$ cat config.mk
export PLATFORM = sky130hd
export DESIGN_NAME = loop_deadtime_ctrl_flat
export DESIGN_NICKNAME = d
export VERILOG_FILES = /design/src/rtl/loop_deadtime_if.sv /design/src/rtl/loop_deadtime_ctrl.sv /design/src/flat_wrapper.sv
export SDC_FILE = /design/constraint.sdc
export NUM_CORES = 1
export LEC_CHECK = 0
export ABC_CLOCK_PERIOD_IN_PS = 4400
export BUFFER_PORTS_ARGS = -buffer_cell sky130_fd_sc_hd__buf_2
export CAP_MARGIN = 25
export CORE_UTILIZATION = 35
export CTS_CLUSTER_DIAMETER = 120
export CTS_CLUSTER_SIZE = 28
export DETAILED_ROUTE_END_ITERATION = 10
export PLACE_DENSITY_LB_ADDON = 0.3
export SYNTH_ARGS = -nofsm -noshare
export SYNTH_HDL_FRONTEND = slang
export SYNTH_SLANG_ARGS = --single-unit
export TNS_END_PERCENT = 10
$ cat constraint.sdc
create_clock -name CELCLK -period 4.4 [get_ports CELCLK]
set_input_delay 0.22 -clock CELCLK [delete_from_list [all_inputs] [get_ports CELCLK]]
set_output_delay 0.22 -clock CELCLK [all_outputs]
set_load 0.02 [all_outputs]
$ cat src/rtl/loop_deadtime_if.sv
`default_nettype none
// ============================================================================
// Module   : loop_deadtime_if
// Purpose  : Bundles the control and status signals between the loop PWM
//            modulator and the break-before-make sequencer.
// Ports    : en, pwm, fault, dt_hl, dt_lh      (modulator -> sequencer)
//            top_on, bot_on, fault_lat, state_o (sequencer -> drivers/monitor)
// Revision : 1.0 - initial release
// ============================================================================
interface loop_deadtime_if #(
    parameter int CNT_W = 6
);
    logic             en;
    logic             pwm;
    logic             fault;
    logic [CNT_W-1:0] dt_hl;
    logic [CNT_W-1:0] dt_lh;
    logic             top_on;
    logic             bot_on;
    logic             fault_lat;
    logic [2:0]       state_o;

    modport master (
        output en, pwm, fault, dt_hl, dt_lh,
        input  top_on, bot_on, fault_lat, state_o
    );

    modport slave (
        input  en, pwm, fault, dt_hl, dt_lh,
        output top_on, bot_on, fault_lat, state_o
    );
endinterface
`default_nettype wire

$ cat src/rtl/loop_deadtime_ctrl.sv
`default_nettype none
// ============================================================================
// Module   : loop_deadtime_ctrl
// Purpose  : Break-before-make sequencer for the step-down loop gate drivers.
//            Turns one PWM request into non-overlapping top/bottom commands
//            with programmable dead time each way, a minimum top on-time and
//            a latched fault state.
// Ports    : CELCLK   - clock, rising edge
//            CELRSTN  - asynchronous active-low reset
//            CELV, CELG, SUB - supply/ground/substrate pins, no logic use
//            bus      - loop_deadtime_if.slave (en, pwm, fault, dt_hl, dt_lh
//                       in; top_on, bot_on, fault_lat, state_o out)
// Revision : 1.0 - initial release
// ============================================================================
module loop_deadtime_ctrl #(
    parameter int CNT_W  = 6,
    parameter int MIN_ON = 4
) (
    input  wire logic      CELCLK,
    input  wire logic      CELRSTN,
    input  wire logic      CELV,
    input  wire logic      CELG,
    input  wire logic      SUB,
    loop_deadtime_if.slave bus
);

    typedef enum logic [2:0] {
        ST_IDLE  = 3'd0,
        ST_BOT   = 3'd1,
        ST_DT_HL = 3'd2,
        ST_TOP   = 3'd3,
        ST_DT_LH = 3'd4,
        ST_FAULT = 3'd5
    } state_t;

    localparam logic [CNT_W-1:0] c_ONE    = CNT_W'(1);
    localparam logic [CNT_W-1:0] c_MIN_ON = CNT_W'(MIN_ON);

    state_t           state_q, state_d;
    logic [CNT_W-1:0] cnt_q, cnt_d;
    logic             top_on_q, bot_on_q, fault_lat_q;
    logic             cnt_done;

    // Power pins carry no logic; fold them into one sink.
    logic w_unused_pins;
    assign w_unused_pins = CELV ^ CELG ^ SUB;

    // A zero dead time still yields a one-cycle both-off gap.
    function automatic logic [CNT_W-1:0] clamp1(input logic [CNT_W-1:0] v);
        return (v == '0) ? c_ONE : v;
    endfunction

    // The counter holds the number of cycles still to spend in the current
    // timed state, including the present one; it parks at 1 and never wraps.
    assign cnt_done = (cnt_q <= c_ONE);

    always_comb begin
        state_d = state_q;
        cnt_d   = cnt_q;
        if (bus.fault && (state_q != ST_FAULT)) begin
            state_d = ST_FAULT;
        end else if (!bus.en && (state_q inside {ST_BOT, ST_DT_HL, ST_TOP, ST_DT_LH})) begin
            state_d = ST_IDLE;
        end else begin
            case (state_q)
                ST_IDLE: begin
                    // Start-up always passes through DT_LH so the bottom
                    // switch honours dt_lh even after an abrupt disable.
                    if (bus.en) begin
                        state_d = ST_DT_LH;
                        cnt_d   = clamp1(bus.dt_lh);
                    end
                end
                ST_BOT: begin
                    if (bus.pwm) begin
                        state_d = ST_DT_HL;
                        cnt_d   = clamp1(bus.dt_hl);
                    end
                end
                ST_DT_HL: begin
                    // Committed: pwm is ignored until TOP is reached.
                    if (cnt_done) begin
                        state_d = ST_TOP;
                        cnt_d   = c_MIN_ON;
                    end else begin
                        cnt_d = cnt_q - c_ONE;
                    end
                end
                ST_TOP: begin
                    if (!bus.pwm && cnt_done) begin
                        state_d = ST_DT_LH;
                        cnt_d   = clamp1(bus.dt_lh);
                    end else if (!cnt_done) begin
                        cnt_d = cnt_q - c_ONE;
                    end
                end
                ST_DT_LH: begin
                    if (cnt_done) begin
                        state_d = ST_BOT;
                    end else begin
                        cnt_d = cnt_q - c_ONE;
                    end
                end
                ST_FAULT: begin
                    if (!bus.fault && !bus.en) begin
                        state_d = ST_IDLE;
                    end
                end
                default: begin
                    state_d = ST_IDLE;
                end
            endcase
        end
    end

    // Outputs are decoded from the next state so they switch on the same
    // edge as the state register.
    always_ff @(posedge CELCLK or negedge CELRSTN) begin
        if (!CELRSTN) begin
            state_q     <= ST_IDLE;
            cnt_q       <= '0;
            top_on_q    <= 1'b0;
            bot_on_q    <= 1'b0;
            fault_lat_q <= 1'b0;
        end else begin
            state_q     <= state_d;
            cnt_q       <= cnt_d;
            top_on_q    <= (state_d == ST_TOP);
            bot_on_q    <= (state_d == ST_BOT);
            fault_lat_q <= (state_d == ST_FAULT);
        end
    end

    assign bus.top_on    = top_on_q;
    assign bus.bot_on    = bot_on_q;
    assign bus.fault_lat = fault_lat_q;
    assign bus.state_o   = state_q;

endmodule
`default_nettype wire

$ cat src/flat_wrapper.sv
// flat-port wrapper written by rule: the top's interface ports become plain ports
module loop_deadtime_ctrl_flat 
#(
    parameter int CNT_W  = 6,
    parameter int MIN_ON = 4
)
  (CELCLK, CELRSTN, CELV, CELG, SUB, bus_en, bus_pwm, bus_fault, bus_dt_hl, bus_dt_lh, bus_top_on, bus_bot_on, bus_fault_lat, bus_state_o);
  loop_deadtime_if #(.CNT_W(CNT_W)) bus_i ();
  input  wire logic CELCLK;
  input  wire logic CELRSTN;
  input  wire logic CELV;
  input  wire logic CELG;
  input  wire logic SUB;
  input wire logic [$bits(bus_i.en)-1:0] bus_en;
  input wire logic [$bits(bus_i.pwm)-1:0] bus_pwm;
  input wire logic [$bits(bus_i.fault)-1:0] bus_fault;
  input wire logic [$bits(bus_i.dt_hl)-1:0] bus_dt_hl;
  input wire logic [$bits(bus_i.dt_lh)-1:0] bus_dt_lh;
  output wire logic [$bits(bus_i.top_on)-1:0] bus_top_on;
  output wire logic [$bits(bus_i.bot_on)-1:0] bus_bot_on;
  output wire logic [$bits(bus_i.fault_lat)-1:0] bus_fault_lat;
  output wire logic [$bits(bus_i.state_o)-1:0] bus_state_o;
  assign bus_i.en = bus_en;
  assign bus_i.pwm = bus_pwm;
  assign bus_i.fault = bus_fault;
  assign bus_i.dt_hl = bus_dt_hl;
  assign bus_i.dt_lh = bus_dt_lh;
  assign bus_top_on = bus_i.top_on;
  assign bus_bot_on = bus_i.bot_on;
  assign bus_fault_lat = bus_i.fault_lat;
  assign bus_state_o = bus_i.state_o;
  loop_deadtime_ctrl #(.CNT_W(CNT_W), .MIN_ON(MIN_ON)) u_core (.CELCLK(CELCLK), .CELRSTN(CELRSTN), .CELV(CELV), .CELG(CELG), .SUB(SUB), .bus(bus_i));
endmodule
Word-level counts from Yosys, hierarchy flattened
Cells that the tools add are included.
Widths: inputs -> output; s select.

word-level totals
  output and inout bits = 6
  logic and storage cells = 50
  register bits = 12

cells by class
  $add $sub $neg = 1
  order comparisons = 1
  equality and inequality tests = 11
  bitwise logic cells = 2
  mux-type cells = 17
  reductions and logical operators = 13

operators by type and width
  kind                 count
  $mux 6               7
  $pmux 6 s5           1
  $mux 3               8
  $pmux 3 s6           1
  $logic_not 6->1      2
  $eq 3x2->1 const B   3
  $eq 3x3->1 const B   3
  $eq 3x1->1 const B   2
  $le 6x1->1 const B   1
  $sub 6x1->6 const B  1
  $reduce_and 5->1     1
  $reduce_bool 5->1    1
  $logic_and 1x1->1    4
  $ne 2x2->1 const B   2
  $reduce_bool 4->1    1
  $logic_not 1->1      3
  $logic_not 3->1      1
  $ne 3x3->1 const B   1
  $not 1->1            2

Logic depth before layout (Yosys ltp)
  depth after elaboration = 7
  mapped depth = 10

Worst setup path after synthesis
No wires, ideal clock.

  path kind = register -> register
  from = register u_core.cnt_q[0]
  to = register u_core.bot_on_q, in the netlist u_core.bus.bot_on
  stages on the path, launching flop included = 10
  clock period less this slack = 1.956 ns
  arrival time = 1.835 ns
  data required time = 4.279 ns
  path slack = 2.444 ns
  cell sequence = dfrtp_1 > inv_1 > ha_1 > or2_1 > and2_1 > buf_6 > inv_6 > a21oi_2 > o32a_4 > and4b_1

on the way
  cells in the longest elaborated chain, start to end = 7
  elaborated cells on any way between the ends = 9

ends and longest elaborated chain
  element                 RTL line                   RTL
  from (decl)             loop_deadtime_ctrl.sv:40   logic [CNT_W-1:0] cnt_q, cnt_d;
  from (signal assigned)  loop_deadtime_ctrl.sv:127  cnt_q <= cnt_d;
  $le 6x1->1 *            loop_deadtime_ctrl.sv:55   assign cnt_done = (cnt_q <= c_ONE);
  $logic_and 1x1->1       loop_deadtime_ctrl.sv:90   if (!bus.pwm && cnt_done) begin
  $mux 3                  loop_deadtime_ctrl.sv:90
  $pmux 3 s6 *            loop_deadtime_ctrl.sv:65   case (state_q)
  $mux 3 *                loop_deadtime_ctrl.sv:62   end else if (!bus.en && (state_q inside {ST_BOT, ST_DT_HL, ST_TOP, ST_DT_LH})) begin
  $mux 3 *                loop_deadtime_ctrl.sv:60   if (bus.fault && (state_q != ST_FAULT)) begin
  $eq 3x1->1 *            loop_deadtime_ctrl.sv:129  bot_on_q <= (state_d == ST_BOT);
  to (signal assigned)    loop_deadtime_ctrl.sv:129
  to (decl)               loop_deadtime_ctrl.sv:41   logic top_on_q, bot_on_q, fault_lat_q;

Every way passes the cells marked *; elsewhere a longest branch is shown, timed or not.
A chain may end at the register's enable or synchronous reset.

Worst setup path after layout
Same ends and word-level chain as after synthesis.

==> results.cfg <==
[place]
dp_cells = 156
port_buffers = 22
place_ws_ns = 2.300
dp_hpwl_um = 1782
globalplace.congestion = 0.8672
placed_area_um2 = 1069

[finish]
area_growth_pct = 15.94
final_area_um2 = 1101
antennaDiodeCount = 0
layout.cells.non_filler = 160
fillCellCount = 264
fin_nets = 155
final_layout_size_suffix_gt1_frac = 0.2615

[floorplanning]
die_h_um = 54.09
core_area_um2 = 2522
io-pin-count = 26
rows = 18
die_area_um2 = 2926
start_util = 0.3765
die_width_um = 54.09

[detailed_routing]
wl_met1_um = 995
wl_per_cell_um = 13.23
wl_um = 2117
firstDrtPassIters = 4
drcViolationCount = 0
route.met2.wl_um = 1041
routed.top_layer = met4
vias_per_cell = 5.613
wl_met3_um = 49
final_antenna_net_count = 0
num_vias = 898
drt_iter0_drc = 24

[cts]
root_buffer = clkbuf_4
clkSlewWorstSetupHoldPaths_ns = 0.07
clockBufferDepth = 2
htreeDepth = 1
clk-insertion-delay-late_ns = 0.27
cts_buffers = 3
cts_tree = done
cts_sinks = 12

[power]
pwr-share-clk = 0.089
p_comb_frac = 0.586
intPower_uw = 362.2
p_sw_frac = 0.4860
p_leak_nw = 0.4673
seq_power_share = 0.325
power-per-cell-area_nw_per_um2 = 640.0
ir_drop_mv = 0.3381
p_sw_uw = 342.4

[setup_path]
crit_buf_inv = 2
crit_family = simple AND/OR/NAND/NOR gates
cp.required_ns = 4.56
worst_setup_path_start_kind = register
reg2reg_from = u_core.cnt_q[0]
r2r_setup_slack_ns = 2.27
reg2reg_depth = 8
worst_path_max_delay_cell = dfrtp_1
timing.rr.end = u_core.bus.bot_on
worstPathCellList = inv_1 -> ha_1 -> or2_1 -> and2_1 -> inv_6 -> a21oi_2 -> o32a_4 -> and4b_1
critPathMaxFanout = 6
crit_arrival_ns = 2.29
max_stage_delay_ns = 0.42
crit_type = register to register
critPathCaptureType = register

[outcome]
status = completed

[sta]
whs_ns = 0.2484
final-hold-violation-count = 0
fin_crit_sh = 0.4835
finClkSkew_ns = 0.007716
worst_pin_slew_ns = 0.5685
report.final.slew_viol_count = 0
setup_viol = 0
setup_ws_ns = 2.273
grt_setup_unrepaired = false
tns_ns = 0
period_needed_ns = 2.127
timing.slew.headroom = 0.6181
fmax_mhz = 470.1

[synthesis]
ys_seq_elements = 12
syn_inst = 108
synth_edf_count = 0
synthFlopType = dfrtp_1
synthesis.nets = 131
async_flop_share = 1.000
syn_avg_cell_area_um2 = 8.793
synth.distinct_cells = 43
ys_seq_area_frac = 0.3162
synth_area_um2 = 949.7
synth_warnings = 0

[worst_hold_path]
min_to = u_core.cnt_q[2]
holdCritStartpoint = bus_dt_lh[2]
hold_class = primary input to register
whs_path_depth = 3

[global_routing]
grt_usage = 0.1653
grt_pass1_vias = 789
overflow = 0
grt_max_degree = 16
antenna_found_initial = 0
grt_pass1_wl_um = 3436

[run]
maxCapViolations = 0
## power groups by stage
| stage | registers (mW) | clock network, mW | logic (mW) |
|---|---|---|---|
| 2_1_floorplan | 0.220 | 0 | 0.329 |
| 3_3_place_gp | 0.228 | 0 | 0.407 |
| 3_5_place_dp | 0.230 | 0 | 0.411 |
| 4_1_cts | 0.228 | 0.0658 | 0.414 |
| 5_1_grt | 0.237 | 0.0719 | 0.460 |
| 6_report | 0.229 | 0.0625 | 0.413 |
## Yosys cell counts (4+ instances only)
cell type  number  area share
inv_1           4       0.016
a21oi_1         7       0.037
nor2_1         11       0.043
nand2b_1        4       0.026
nor3_1          4       0.021
dfrtp_1        12        0.32
nand2_1         9       0.036
o21ai_0         6       0.032
## worst reg2reg max path, cell delays in order, from the launching register on
cell     delay [ns]
dfrtp_1        0.42
inv_1          0.11
ha_1           0.24
or2_1          0.27
and2_1         0.27
inv_6          0.11
a21oi_2        0.06
o32a_4         0.37
and4b_1        0.17
## placed cells by master (no fill, tap or decap), types with 2 or more instances in the layout
| cell type | count |
|---|---|
| o211ai_1 | 2 |
| nor2b_1 | 3 |
| xnor2_1 | 3 |
| dfrtp_1 | 12 |
| a222oi_1 | 3 |
| nand2b_1 | 4 |
| nand2_1 | 9 |
| a21o_1 | 2 |
| o21ai_0 | 6 |
| o22ai_1 | 2 |
| a21oi_1 | 7 |
| clkbuf_4 | 3 |
| nor2_1 | 11 |
| o2bb2ai_1 | 2 |
| o21ai_1 | 3 |
| buf_2 | 22 |
| inv_1 | 4 |
| nor3_1 | 4 |
| nand3_1 | 2 |
| ha_1 | 3 |
## registers in the layout (all words and copies together), names as in the netlist
register	cells
u_core.bus.fault_lat	1
u_core.bus.top_on	1
u_core.cnt_q	6
u_core.bus.state_o	3
u_core.bus.bot_on	1
## area by class of cell
type	instances	area, um2	area share
clock buffers	3	22.52	0.02045
repair buffers	23	120.1	0.1091
inverters	5	23.77	0.02159
flip-flops and latches	12	300.3	0.2727
well taps	30	37.54	0.03409
multi-input cells	87	596.8	0.5420
## cells by family after synthesis
logic type / after synthesis / synth area share
xor gates and xnor gates: 3 / 0.02767
and+or+nand+nor: 42 / 0.2438
AOI/OAI and AO/OA: 39 / 0.3175
buffers and inverters: 9 / 0.05534
adders and majority gates: 3 / 0.03953
DFF: 12 / 0.3162
## per-layer routing
metal  GRT usage  vias to the layer above
li1            -                      458
met1      0.2158                      427
met2      0.2695                       11
met3     0.02260                        2
met4     0.07265                        0
met5           0                        -
## metrics by stage
stage | power [mW] | utilization
2_1_floorplan | 0.5497 | -
3_3_place_gp | 0.6349 | 0.4236
3_5_place_dp | 0.6419 | 0.4236
4_1_cts | 0.7078 | 0.4365
5_1_grt | 0.7697 | 0.4365
6_report | 0.7046 | 0.4365
## worst max-delay path by stage
stage	cells after the start	to	slack, ns	startpoint
after floorplan	9	u_core.bus.bot_on	2.44	u_core.cnt_q[0]
after global placement	8	u_core.bus.bot_on	2.30	u_core.cnt_q[0]
after detailed placement	8	u_core.bus.bot_on	2.30	u_core.cnt_q[0]
after CTS	9	u_core.cnt_q[0]	2.29	u_core.cnt_q[0]
after global routing	7	u_core.cnt_q[2]	2.15	u_core.cnt_q[0]
final	8	u_core.bus.bot_on	2.27	u_core.cnt_q[0]
## what timing repair did
action	CTS	global route
hold endpoints to repair	12	0
gates resized for setup	0	0
setup buffers	0	0
hold buffers	1	0
Power figures use the tool's default switching activity.
